## src/rtl/rll27_pkg.sv

```systemverilog
// -----------------------------------------------------------------------------
// rll27_pkg
// Shared definitions for the RLL(2,7) encoder/decoder pair: the seven
// prefix-free codewords, their decoded data groups, size constants, the
// {data, len} result type, the decoder FSM state type and the combinational
// codeword matcher.
// Ports: none (package).
// -----------------------------------------------------------------------------
package rll27_pkg;

    localparam int CODE_MAX_LEN = 8;
    localparam int DATA_MAX_LEN = 4;

    // Decoded group: right-aligned data, len = 2/3/4, len = 0 means "no match".
    typedef struct packed {
        logic [DATA_MAX_LEN-1:0] data;
        logic [2:0]              len;
    } rll27_result_t;

    typedef enum logic {
        ST_IDLE = 1'b0,
        ST_ACC  = 1'b1
    } rll27_state_t;

    // Codewords as transition bits, right-aligned in CODE_MAX_LEN bits.
    localparam logic [CODE_MAX_LEN-1:0] CW_10   = 8'b0000_0100;
    localparam logic [CODE_MAX_LEN-1:0] CW_11   = 8'b0000_1000;
    localparam logic [CODE_MAX_LEN-1:0] CW_000  = 8'b0000_0100;
    localparam logic [CODE_MAX_LEN-1:0] CW_010  = 8'b0010_0100;
    localparam logic [CODE_MAX_LEN-1:0] CW_011  = 8'b0000_1000;
    localparam logic [CODE_MAX_LEN-1:0] CW_0010 = 8'b0010_0100;
    localparam logic [CODE_MAX_LEN-1:0] CW_0011 = 8'b0000_1000;

    // Matching data groups.
    localparam rll27_result_t RES_10   = '{data: 4'b0010, len: 3'd2};
    localparam rll27_result_t RES_11   = '{data: 4'b0011, len: 3'd2};
    localparam rll27_result_t RES_000  = '{data: 4'b0000, len: 3'd3};
    localparam rll27_result_t RES_010  = '{data: 4'b0010, len: 3'd3};
    localparam rll27_result_t RES_011  = '{data: 4'b0011, len: 3'd3};
    localparam rll27_result_t RES_0010 = '{data: 4'b0010, len: 3'd4};
    localparam rll27_result_t RES_0011 = '{data: 4'b0011, len: 3'd4};

    // Several codewords share the same right-aligned value (e.g. 0100 and
    // 000100), so the accumulated bit count is what tells them apart.
    // Odd counts never match.
    function automatic rll27_result_t rll27_match(input logic [CODE_MAX_LEN-1:0] code,
                                                  input logic [3:0]              n);
        rll27_result_t r;
        r = '0;
        case (n)
            4'd4: begin
                if (code == CW_10)      r = RES_10;
                else if (code == CW_11) r = RES_11;
            end
            4'd6: begin
                if (code == CW_000)      r = RES_000;
                else if (code == CW_010) r = RES_010;
                else if (code == CW_011) r = RES_011;
            end
            4'd8: begin
                if (code == CW_0010)      r = RES_0010;
                else if (code == CW_0011) r = RES_0011;
            end
            default: r = '0;
        endcase
        return r;
    endfunction

endpackage

```

## src/rtl/rll27_nrzi_rx.sv

```systemverilog
// -----------------------------------------------------------------------------
// rll27_nrzi_rx
// NRZI receive front end: turns channel levels into transition bits
// (level change = 1, no change = 0) by remembering the last accepted level.
// Ports:
//   clk_i        in   clock
//   ari          in   synchronous active-low reset (last_level -> 0)
//   chan_i       in   channel level
//   chan_valid_i in   qualifies chan_i
//   t            out  transition bit for the current sample
//   t_valid      out  t is meaningful this cycle
// -----------------------------------------------------------------------------
module rll27_nrzi_rx (
    input  logic clk_i,
    input  logic ari,
    input  logic chan_i,
    input  logic chan_valid_i,
    output logic t,
    output logic t_valid
);

    logic last_level;

    always_ff @(posedge clk_i) begin
        if (!ari) begin
            last_level <= 1'b0;
        end else if (chan_valid_i) begin
            last_level <= chan_i;
        end
    end

    assign t       = chan_i ^ last_level;
    assign t_valid = chan_valid_i;

endmodule

```

## src/rtl/rll27_decoder.sv

```systemverilog
// -----------------------------------------------------------------------------
// rll27_decoder
// RLL(2,7) receive decoder. NRZI levels become transition bits, which are
// accumulated MSB-first and matched against the prefix-free codeword set on
// every even bit count. Each match produces one registered data-group strobe;
// eight bits without a match produce an error strobe and bump a saturating
// error counter.
// Ports:
//   clk_i        in   clock
//   ari          in   synchronous active-low reset
//   chan_i       in   channel level (NRZI)
//   chan_valid_i in   qualifies chan_i; low cycles hold all state
//   data_o       out  decoded group, right-aligned (first bit at data_o[len_o-1])
//   len_o        out  group length 2/3/4, 0 when valid_o is low
//   valid_o      out  one-cycle strobe for data_o/len_o
//   err_o        out  one-cycle strobe, 8 bits with no codeword match
//   err_cnt_o    out  saturating count of err_o pulses
// -----------------------------------------------------------------------------
module rll27_decoder
    import rll27_pkg::*;
#(
    parameter int ERR_CNT_W = 8
) (
    input  logic                 clk_i,
    input  logic                 ari,
    input  logic                 chan_i,
    input  logic                 chan_valid_i,
    output logic [3:0]           data_o,
    output logic [2:0]           len_o,
    output logic                 valid_o,
    output logic                 err_o,
    output logic [ERR_CNT_W-1:0] err_cnt_o
);

    function automatic logic [ERR_CNT_W-1:0] sat_inc(input logic [ERR_CNT_W-1:0] v);
        return (&v) ? v : v + ERR_CNT_W'(1);
    endfunction

    logic t_p0;
    logic vld_p0;

    rll27_nrzi_rx u_nrzi_rx (
        .clk_i        (clk_i),
        .ari          (ari),
        .chan_i       (chan_i),
        .chan_valid_i (chan_valid_i),
        .t            (t_p0),
        .t_valid      (vld_p0)
    );

    // ---- stage p0: transition bit joins the accumulated word ----
    // Only seven bits are ever stored: the eighth bit always ends the word
    // (match or error), so it is consumed combinationally and never held.
    rll27_state_t                  state;
    logic [3:0]                    cnt;
    logic [CODE_MAX_LEN-2:0]       code_sr;
    logic [CODE_MAX_LEN-1:0]       sr_nxt;
    logic [3:0]                    cnt_nxt;
    rll27_result_t                 match;

    always_comb begin
        sr_nxt  = '0;
        cnt_nxt = 4'd1;
        if (state == ST_ACC) begin
            sr_nxt  = {code_sr, t_p0};
            cnt_nxt = cnt + 4'd1;
        end else begin
            sr_nxt  = {{(CODE_MAX_LEN-1){1'b0}}, t_p0};
        end
        match = rll27_match(sr_nxt, cnt_nxt);
    end

    // ---- stage p1: registered strobes, counter/shift-register update ----
    always_ff @(posedge clk_i) begin
        if (!ari) begin
            state     <= ST_IDLE;
            cnt       <= '0;
            code_sr   <= '0;
            data_o    <= '0;
            len_o     <= '0;
            valid_o   <= 1'b0;
            err_o     <= 1'b0;
            err_cnt_o <= '0;
        end else begin
            valid_o <= 1'b0;
            err_o   <= 1'b0;
            data_o  <= '0;
            len_o   <= '0;
            if (vld_p0) begin
                if (match.len != 3'd0) begin
                    data_o  <= match.data;
                    len_o   <= match.len;
                    valid_o <= 1'b1;
                    state   <= ST_IDLE;
                    cnt     <= '0;
                    code_sr <= '0;
                end else if (cnt_nxt == 4'(CODE_MAX_LEN)) begin
                    // Drop the word; last_level is kept so parsing resyncs
                    // on the very next sample.
                    err_o     <= 1'b1;
                    err_cnt_o <= sat_inc(err_cnt_o);
                    state     <= ST_IDLE;
                    cnt       <= '0;
                    code_sr   <= '0;
                end else begin
                    state   <= ST_ACC;
                    cnt     <= cnt_nxt;
                    code_sr <= sr_nxt[CODE_MAX_LEN-2:0];
                end
            end
        end
    end

endmodule

```

## config.mk

```make
export PLATFORM = sky130hd
export DESIGN_NAME = rll27_decoder
export DESIGN_NICKNAME = d
export VERILOG_FILES = /design/src/rtl/rll27_pkg.sv /design/src/rtl/rll27_nrzi_rx.sv /design/src/rtl/rll27_decoder.sv
export SDC_FILE = /design/constraint.sdc
export NUM_CORES = 1
export LEC_CHECK = 0
export CAP_MARGIN = 30
export CORE_MARGIN = 2
export CORE_UTILIZATION = 42
export CTS_BUF_LIST = sky130_fd_sc_hd__clkbuf_8
export DETAILED_ROUTE_END_ITERATION = 8
export PLACE_DENSITY_LB_ADDON = 0.25
export SETUP_SLACK_MARGIN = 0.1
export SYNTH_ARGS = -nofsm -noshare
export SYNTH_HDL_FRONTEND = slang
export SYNTH_SLANG_ARGS = --single-unit
```

## constraint.sdc

```tcl
create_clock -name clk_i -period 2.07 [get_ports clk_i]
set_input_delay 0.3105 -clock clk_i [delete_from_list [all_inputs] [get_ports clk_i]]
set_output_delay 0.3105 -clock clk_i [all_outputs]
set_load 0.1 [all_outputs]
```

[After elaboration in Yosys (flattened, before gate mapping)]
Index checks and enable logic that the tools add are counted.
Storage, ports and cells
  output and inout bits: 17
  register bits: 30
  input port bits: 4
Cells by class
  eq/ne operators: 6
  add/subtract/negate cells: 2
  muxes and demuxes: 18
  reductions and logical operators: 6
  bitwise logic cells: 5
Operators with widths (count)
  $mux 5: 7
  $pmux 7 s3: 1
  $mux 7: 2
  $mux 4: 3
  $add 8x1->8 const B: 1
  $eq 4x3->1 const B: 2
  $eq 8x3->1 const B: 1
  $eq 8x4->1 const B: 1
  $eq 8x6->1 const B: 1
  $mux 8: 1
  $reduce_and 8->1: 1
  $add 4x1->4 const B: 1
  $eq 4x4->1 const B: 1
  $mux 1: 4
  $not 1->1: 4
  $reduce_and 4->1: 1
  $reduce_and 3->1: 1
  $reduce_bool 3->1: 1
  $reduce_or 3->1: 1
  $reduce_and 2->1: 1
  $xor 1x1->1: 1

[Longest topological paths before layout]
Gate-level depths: netlist (run 1).
  word-level depth: 10
  mapped depth: 7
  mapped depth without buffers: 6

[By module]
From an unflattened synthesis (run 1), not the netlist that was laid out.
Unflattened totals
  cells, all modules: 172
  area, all modules: 1526.5 um2
By module, submodules not included
  rll27_decoder: area an instance 1473.9 um2, instances 1, sequential area each 540.5 um2, cells an instance 167
  rll27_nrzi_rx: area an instance 52.6 um2, instances 1, sequential area each 20.0 um2, cells an instance 5

[Worst setup path before layout (run 1)]
OpenSTA, ideal clock, no wires.
  path type: register -> register
  start point: register err_cnt_o[1]
  end point: register err_cnt_o[6]
  setup slack: -184 ps
  data arrival time: 2139 ps
  period minus slack after synthesis: 2254 ps
  path buffers: 1
  stages on the path, launching flop included: 8
  cell sequence: dfxtp_1 ha_1 nand3_1 o21a_1 o31ai_1 buf_2 nor4_1 o21a_1
On the way
  word-level cells in the longest chain between the ends: 3
RTL lines
  start: declaration: line rll27_decoder.sv:32  | output logic [ERR_CNT_W-1:0] err_cnt_o
  start signal: assignment: line rll27_decoder.sv:101  | err_cnt_o <= sat_inc(err_cnt_o);
  parallel branches: the longest is 3 deep, another holds $add 8x1->8
Several ways; the timed one is not identified.
A chain may end at the register's enable or synchronous reset.

[Worst setup path after layout (run 1)]
  start point: register cnt[1]
  end point: register err_cnt_o[2]
On the way
  word-level cells in the longest chain between the ends: 7
RTL lines
  start: declaration: line rll27_decoder.sv:55  | logic [3:0] cnt;
  start signal: assignment: line rll27_decoder.sv:107  | cnt <= cnt_nxt;
  $add 4x1->4 (*): line rll27_decoder.sv:66  | cnt_nxt = cnt + 4'd1;
  $mux 4 (*): line rll27_decoder.sv:64  | if (state == ST_ACC) begin
  $eq 4x4->1 / $eq 4x3->1 (equally long branches): line rll27_pkg.sv:50, rll27_decoder.sv:97
  $pmux 7 s3: line rll27_pkg.sv:50  | case (n)
  $reduce_bool 3->1: line rll27_decoder.sv:90  | if (match.len != 3'd0) begin
  $not 1->1 (no line)
  $reduce_and 4->1 (no line) (*)
Every way passes the cells marked *; elsewhere a longest branch is shown, timed or not.

==> impl_metrics.env, run 1 <==
export IMPL_clkSinkCount=28
export IMPL_final_util_pct=55.6
export IMPL_final_area_um2=1880
export IMPL_drtPass1Iterations=4
export IMPL_grt_pass1_wl_um=5830
export IMPL_dpl_cell_area_um2=1730
export IMPL_arrival_ps=2160
export IMPL_timing_final_crit_share_pct=93.8
export IMPL_grt_ovfl_total=0
export IMPL_ios=21
export IMPL_start_util_pct=44.4
export IMPL_yosysWarnings=0
export IMPL_dp_cells=245
export IMPL_ant_nets=0
export IMPL_use_met3_pct=2.64
export IMPL_holdPathStages=2
export IMPL_finalWirelength_um=3500
export IMPL_cts_hold_fix_buffers=0
export IMPL_clock_path_buffers=2
export IMPL_skew_ps=4.78
export IMPL_core_um2=3390
export IMPL_syn2layout_area_growth_pct=25.2
export IMPL_first_global_vias=1294
export IMPL_min_period_ps=1940
export IMPL_die_w_um=63.8
export IMPL_hold_viol=0
export IMPL_root_buffer="clkbuf_8"
export IMPL_drv_slew=0
export IMPL_portBuffers=18
export IMPL_power_density_nw_per_um2=538
export IMPL_worstSetupPathType="flop to flop"
export IMPL_hold_path_class="flop to flop"
export IMPL_r2r_cells=7
export IMPL_endpoint_kind="flop"
export IMPL_netlist_instances=180
export IMPL_synthSimpleGateAreaFrac_pct=30.6
export IMPL_setup_viol=0
export IMPL_drive_above_1_share_pct=30.6
export IMPL_wl_per_cell_um=13.7
export IMPL_p_leak_nw=0.678
export IMPL_fmax_mhz=515
export IMPL_start_kind="flop"
export IMPL_clk_latency_ps=280
export IMPL_hold_ws_ps=495
export IMPL_cts_buffers_inserted=3
export IMPL_cts_htree_levels=1
export IMPL_syn_area_um2=1500
export IMPL_design_die_area_um2=4080
export IMPL_n_antenna_cell=0
export IMPL_antenna_found_initial=0
export IMPL_vias=1402
export IMPL_ff_latch_area_um2=573
export IMPL_yosysUniqueCellTypes=47
export IMPL_synth_top_family_by_area="simple AND/OR/NAND/NOR gates"
export IMPL_instances_no_fill=255
export IMPL_r2r_end="err_cnt_o[2]"
export IMPL_grt_busiest_layer="met2"
export IMPL_nFillCells=306
export IMPL_synth_compound_area_share_pct=19.6
export IMPL_vias_per_cell=5.50
export IMPL_worstHoldStart="err_cnt_o[5]"
export IMPL_ys_ff_latch=28
export IMPL_synthArstFlopShare_pct=0
export IMPL_drc=0
export IMPL_relSlewSlack_pct=59.0
export IMPL_ys_top_cells_by_area="dfxtp_1, a21oi_1, nand3_1"
export IMPL_synthAdderAreaFrac_pct=1.66
export IMPL_grtUsageMet2_pct=29.3
export IMPL_min_to="err_cnt_o[5]"
export IMPL_drt_iter0_drc=77
export IMPL_ys_flop_type="dfxtp_1"
export IMPL_synth_top_area_share_pct=37.3
export IMPL_yosysSeqAreaShare_pct=37.3
export IMPL_worstMarginPinSlew_ps=607
export IMPL_rr_startpoint="cnt[1]"
export IMPL_fin_tns_setup_ps=0
export IMPL_routabilityCongestion=0.830
export IMPL_path_max_fanout=6
export IMPL_multi_input_area_um2=896
export IMPL_r2r_slack_ps=130
export IMPL_synthMuxAreaShare_pct=3.33
export IMPL_cts_tree="built"
export IMPL_synth_edf_count=0
export IMPL_status="completed"
export IMPL_syn_area_per_cell_um2=8.36
export IMPL_clkTransAtPathRegs_ps=100
export IMPL_required_ps=2290
export IMPL_synth_xor_area_share_pct=0.582
export IMPL_ir_worst_vdd_mv=0.229
export IMPL_rsz0062_at_grt="false"
export IMPL_num_nets_final=216
export IMPL_grt_max_degree=21
export IMPL_rows=21
export IMPL_grt_util_met1_pct=23.4
export IMPL_dp_hpwl_um=2370
export IMPL_grtUsageTotal_pct=17.7
export IMPL_die_h_um=63.8
export IMPL_maxCapViolations=0
export IMPL_synth_area_leader_cell="dfxtp_1"
cell usage in the layout (no fill, tap or decap), drive strengths merged, types with 2 or more instances in the layout:
cell	n
buf	33
dfxtp	28
nand2	13
a21oi	13
nand3	12
nor2	9
o21ai	9
nand2b	8
inv	7
nand3b	7
nor3	7
mux2i	5
o31ai	5
nor2b	4
and3	4
clkbuf	4
nor4	4
nand4	3
a31o	3
or4	3
clkdlybuf4s50	3
or3	2
a31oi	2
o21a	2
conb	2
o311ai	2
a211oi	2
ha	2
cell type report:
cell class	instances	share of cell area, %
flip-flops and latches	28	30.4
clock buffers	4	2.92
repair buffers	36	14.6
well taps	46	3.06
multi-input cells	134	47.6
inverters	7	1.40
cell usage after synthesis, drive strengths merged (2+ instances only):
cell type   n
nand2b      8
ha          2
nor2        9
nand3      12
o311ai      2
and3        4
a31oi       2
nand2      13
dfxtp      28
o21ai       9
nor2b       4
o31ai       5
or4         3
buf         7
a211oi      2
o21a        2
a21oi      13
a31o        3
inv         7
nand4       3
nand3b      7
clkbuf      5
mux2i       5
nor3        7
or3         2
nor4        4
worst max path at each step:
stage | cells past startpoint | startpoint | slack, ps | end
floorplan | 6 | err_cnt_o[7] | 140 | err_cnt_o[6]
global placement | 6 | cnt[0] | 100 | cnt[2]
detailed placement | 6 | cnt[0] | 50 | cnt[2]
CTS | 7 | cnt[1] | 100 | err_cnt_o[3]
global route | 7 | cnt[1] | 80 | err_cnt_o[2]
finish | 7 | cnt[1] | 130 | err_cnt_o[2]
registers in the layout, indices dropped and copies added, names as in the netlist, 2 cells and up:
name and flops:
err_cnt_o 8, code_sr 7, len_o 3, cnt 4
data_o 2
what timing repair did:
| item | in CTS | in global routing |
|---|---|---|
| endpoints found under the setup margin | 8 | 10 |
| gates resized for setup | 1 | 13 |
| pin swaps | 1 | 7 |
| buffers inserted | 3 | 2 |
| gates cloned | 0 | 1 |
| hold endpoints to repair | 0 | 0 |
worst max-delay path, cell delays in order, from the launching register on:
cell and delay [ps]:
dfxtp_2 350, ha_4 250, nand3b_1 190, nor3_2 200, a31oi_1 80, buf_4 190
or4_4 490, a21oi_2 150
metrics by stage:
| stage | setup slack, ps | total power, mW |
|---|---|---|
| after floorplan | 141 | 0.635 |
| after global placement | 103 | 0.666 |
| after detailed placement | 53.9 | 0.668 |
| after CTS | 103 | 1.01 |
| after global routing | 76.1 | 1.05 |
| final | 128 | 1.01 |
kinds of logic after synthesis:
group           count (synthesis)
compound gates                 44
xor+xnor                        1
fa+ha+maj                       2
buf+inv                        19
flops                          28
mux                             5
other cells                     1
simple gates                   80
routing by layer:
metal  wire length, µm  share of wire (%)  vias up
li1                  -                  -      713
met1              1690                 48      660
met2              1650                 47       24
met3               106                3.0        5
met4                56                1.6        0
met5                 0                  0        -
where the power goes:
part / internal [mW] / leakage [nW] / switching (mW) / total [mW]
clock: 0.171 / 0.0288 / 0.178 / 0.349
sequential: 0.545 / 0.231 / 0.00647 / 0.552
combinational: 0.0429 / 0.418 / 0.0698 / 0.113
Note: power is estimated with default switching activity, not from simulation.
==> run 2, diff against run 1 <==
- CTS_CLUSTER_SIZE: default -> 16
- HOLD_SLACK_MARGIN: default -> 0.02
==> results of run 2 <==
No change in the layout: final DEF, timing and power equal those of run 1.
==> run 3, diff against run 2 <==
- CELL_PAD_IN_SITES_DETAIL_PLACEMENT: default -> 0
- CELL_PAD_IN_SITES_GLOBAL_PLACEMENT: default -> 1
- GPL_ROUTABILITY_DRIVEN: default -> 0
==> impl_metrics.env, run 3 (synthesis results as in run 1) <==
export IMPL_p_int_mw=0.718
export IMPL_place_ws_ps=58.3
export IMPL_drive_above_1_share_pct=30.6
export IMPL_p_leak_nw=0.674
export IMPL_vias=1411
export IMPL_top_regs="err_cnt_o: 8 flops, code_sr: 7 flops, cnt: 4 flops"
export IMPL_dp_hpwl_um=2620
export IMPL_vias_per_cell=5.53
export IMPL_cp_slowest_cell="or4_4"
export IMPL_layout_setup_ws_ps=134
export IMPL_timing_final_crit_share_pct=93.5
export IMPL_maxCapViolations=0
export IMPL_p_sw_share_pct=24.4
export IMPL_clockPowerShare_pct=29.9
export IMPL_met1_length_um=1660
export IMPL_crit_chain="ha_4 > nand3b_1 > nor3_2 > a31oi_1 > buf_4 > or4_4 > a21oi_2"
export IMPL_die_w_um=63.8
export IMPL_drv_slew=0
export IMPL_relSlewSlack_pct=64.3
export IMPL_clkSinkCount=28
export IMPL_cpLargestDelayFamily="simple AND/OR/NAND/NOR gates"
export IMPL_rows=21
export IMPL_start_kind="flop"
export IMPL_largest_register_ffs=8
export IMPL_crit_buf_inv=1
export IMPL_ios=21
export IMPL_layout_cells_most_common="buf_4"
export IMPL_first_global_vias=1270
export IMPL_grt_ovfl_total=0
export IMPL_setup_viol=0
export IMPL_wl_met2_um=1730
export IMPL_min_period_ps=1940
export IMPL_cts_tree="built"
export IMPL_skew_ps=1.74
export IMPL_rsz0062_at_grt="true"
export IMPL_worstMarginPinSlew_ps=527
export IMPL_fmax_mhz=516
export IMPL_hold_viol=0
export IMPL_ir_worst_vdd_mv=0.354
export IMPL_grtUsageTotal_pct=17.6
export IMPL_clkTransAtPathRegs_ps=90
export IMPL_status="completed"
export IMPL_endpoint_kind="flop"
export IMPL_grt_pass1_wl_um=5800
export IMPL_cts_htree_levels=1
export IMPL_fin_tns_setup_ps=0
export IMPL_topRoutingLayerUsed="met4"
export IMPL_drt_iter0_drc=48
export IMPL_worstSetupPathType="flop to flop"
export IMPL_power_density_nw_per_um2=501
export IMPL_core_um2=3390
export IMPL_multi_input_area_um2=908
export IMPL_nFillCells=318
export IMPL_power_share_sequential_pct=58.0
export IMPL_required_ps=2270
export IMPL_start_util_pct=44.4
export IMPL_top_register="err_cnt_o"
export IMPL_cpPeakStageDelay_ps=510
export IMPL_final_util_pct=55.9
export IMPL_syn2layout_area_growth_pct=26.0
export IMPL_path_max_fanout=6
export IMPL_cts_hold_fix_buffers=0
export IMPL_ant_nets=0
export IMPL_wl_met3_um=173
export IMPL_drc=0
export IMPL_grt_max_degree=21
export IMPL_root_buffer="clkbuf_8"
export IMPL_clock_path_buffers=2
export IMPL_cts_buffers_inserted=3
export IMPL_antenna_found_initial=0
export IMPL_wl_per_cell_um=14.0
export IMPL_finalWirelength_um=3580
export IMPL_p_sw_mw=0.232
export IMPL_arrival_ps=2130
export IMPL_drtPass1Iterations=4
export IMPL_die_h_um=63.8
export IMPL_final_cell_mix="buf_4, dfxtp_1, nand2_1"
export IMPL_num_nets_final=217
export IMPL_design_die_area_um2=4080
export IMPL_comb_power_share_pct=12.0
export IMPL_ff_latch_area_um2=573
export IMPL_portBuffers=18
export IMPL_n_antenna_cell=0
export IMPL_hold_path_class="flop to flop"
export IMPL_clk_latency_ps=270
-- run 3: per-layer routing --
layer  GRT usage [%]  vias to the layer above
met5               0                        -
met3            3.70                        2
met1            23.8                      663
li1                -                      713
met4            2.45                        0
met2            29.6                       33
-- run 3: area by class of cell --
class / count / area share [%]
sequential: 28 / 30.2
multi-input combinational: 134 / 47.9
tap: 46 / 3.04
inverter: 7 / 1.39
timing repair buffer: 37 / 15.2
clock buffer: 3 / 2.18
-- run 3: path summary, 6_finish.rpt --
kind / start / endpoint / slack [ps] / depth (start not counted)
worst max-delay path: cnt[1] / err_cnt_o[3] / 130 / 7
worst min-delay path: err_cnt_o[1] / err_cnt_o[1] / 490 / 2
worst max register to register: cnt[1] / err_cnt_o[3] / 130 / 7
worst min register to register: err_cnt_o[1] / err_cnt_o[1] / 490 / 2
-- run 3: what timing repair did --
action                     4_1_cts  5_1_grt
buffers inserted                 1        4
gates cloned                     0        0
pin swaps                        0        8
resized for setup                1       16
setup endpoints to repair        3       13
-- run 3: power by group through the flow --
stage,registers (mW),logic [mW],clock network [mW]
3_3_place_gp,0.563,0.107,0
5_1_grt,0.553,0.123,0.319
2_1_floorplan,0.563,0.0728,0
6_report,0.551,0.114,0.284
3_5_place_dp,0.563,0.108,0
4_1_cts,0.551,0.111,0.298
-- run 3: tightest hold or removal path, cell delays in order (launching register included) --
cell     delay [ps]
dfxtp_2         340
nand2_1          50
mux2i_1          50
-- run 3: stage by stage --
stage | std cells | power (mW) | hold slack (ps) | area [µm²]
global route | 255 | 0.995 | 508 | 1900
finish | 255 | 0.950 | 485 | 1900
floorplan | 181 | 0.635 | 457 | 1520
CTS | 251 | 0.960 | 490 | 1810
global placement | 247 | 0.669 | 460 | 1750
detailed placement | 247 | 0.671 | 476 | 1750
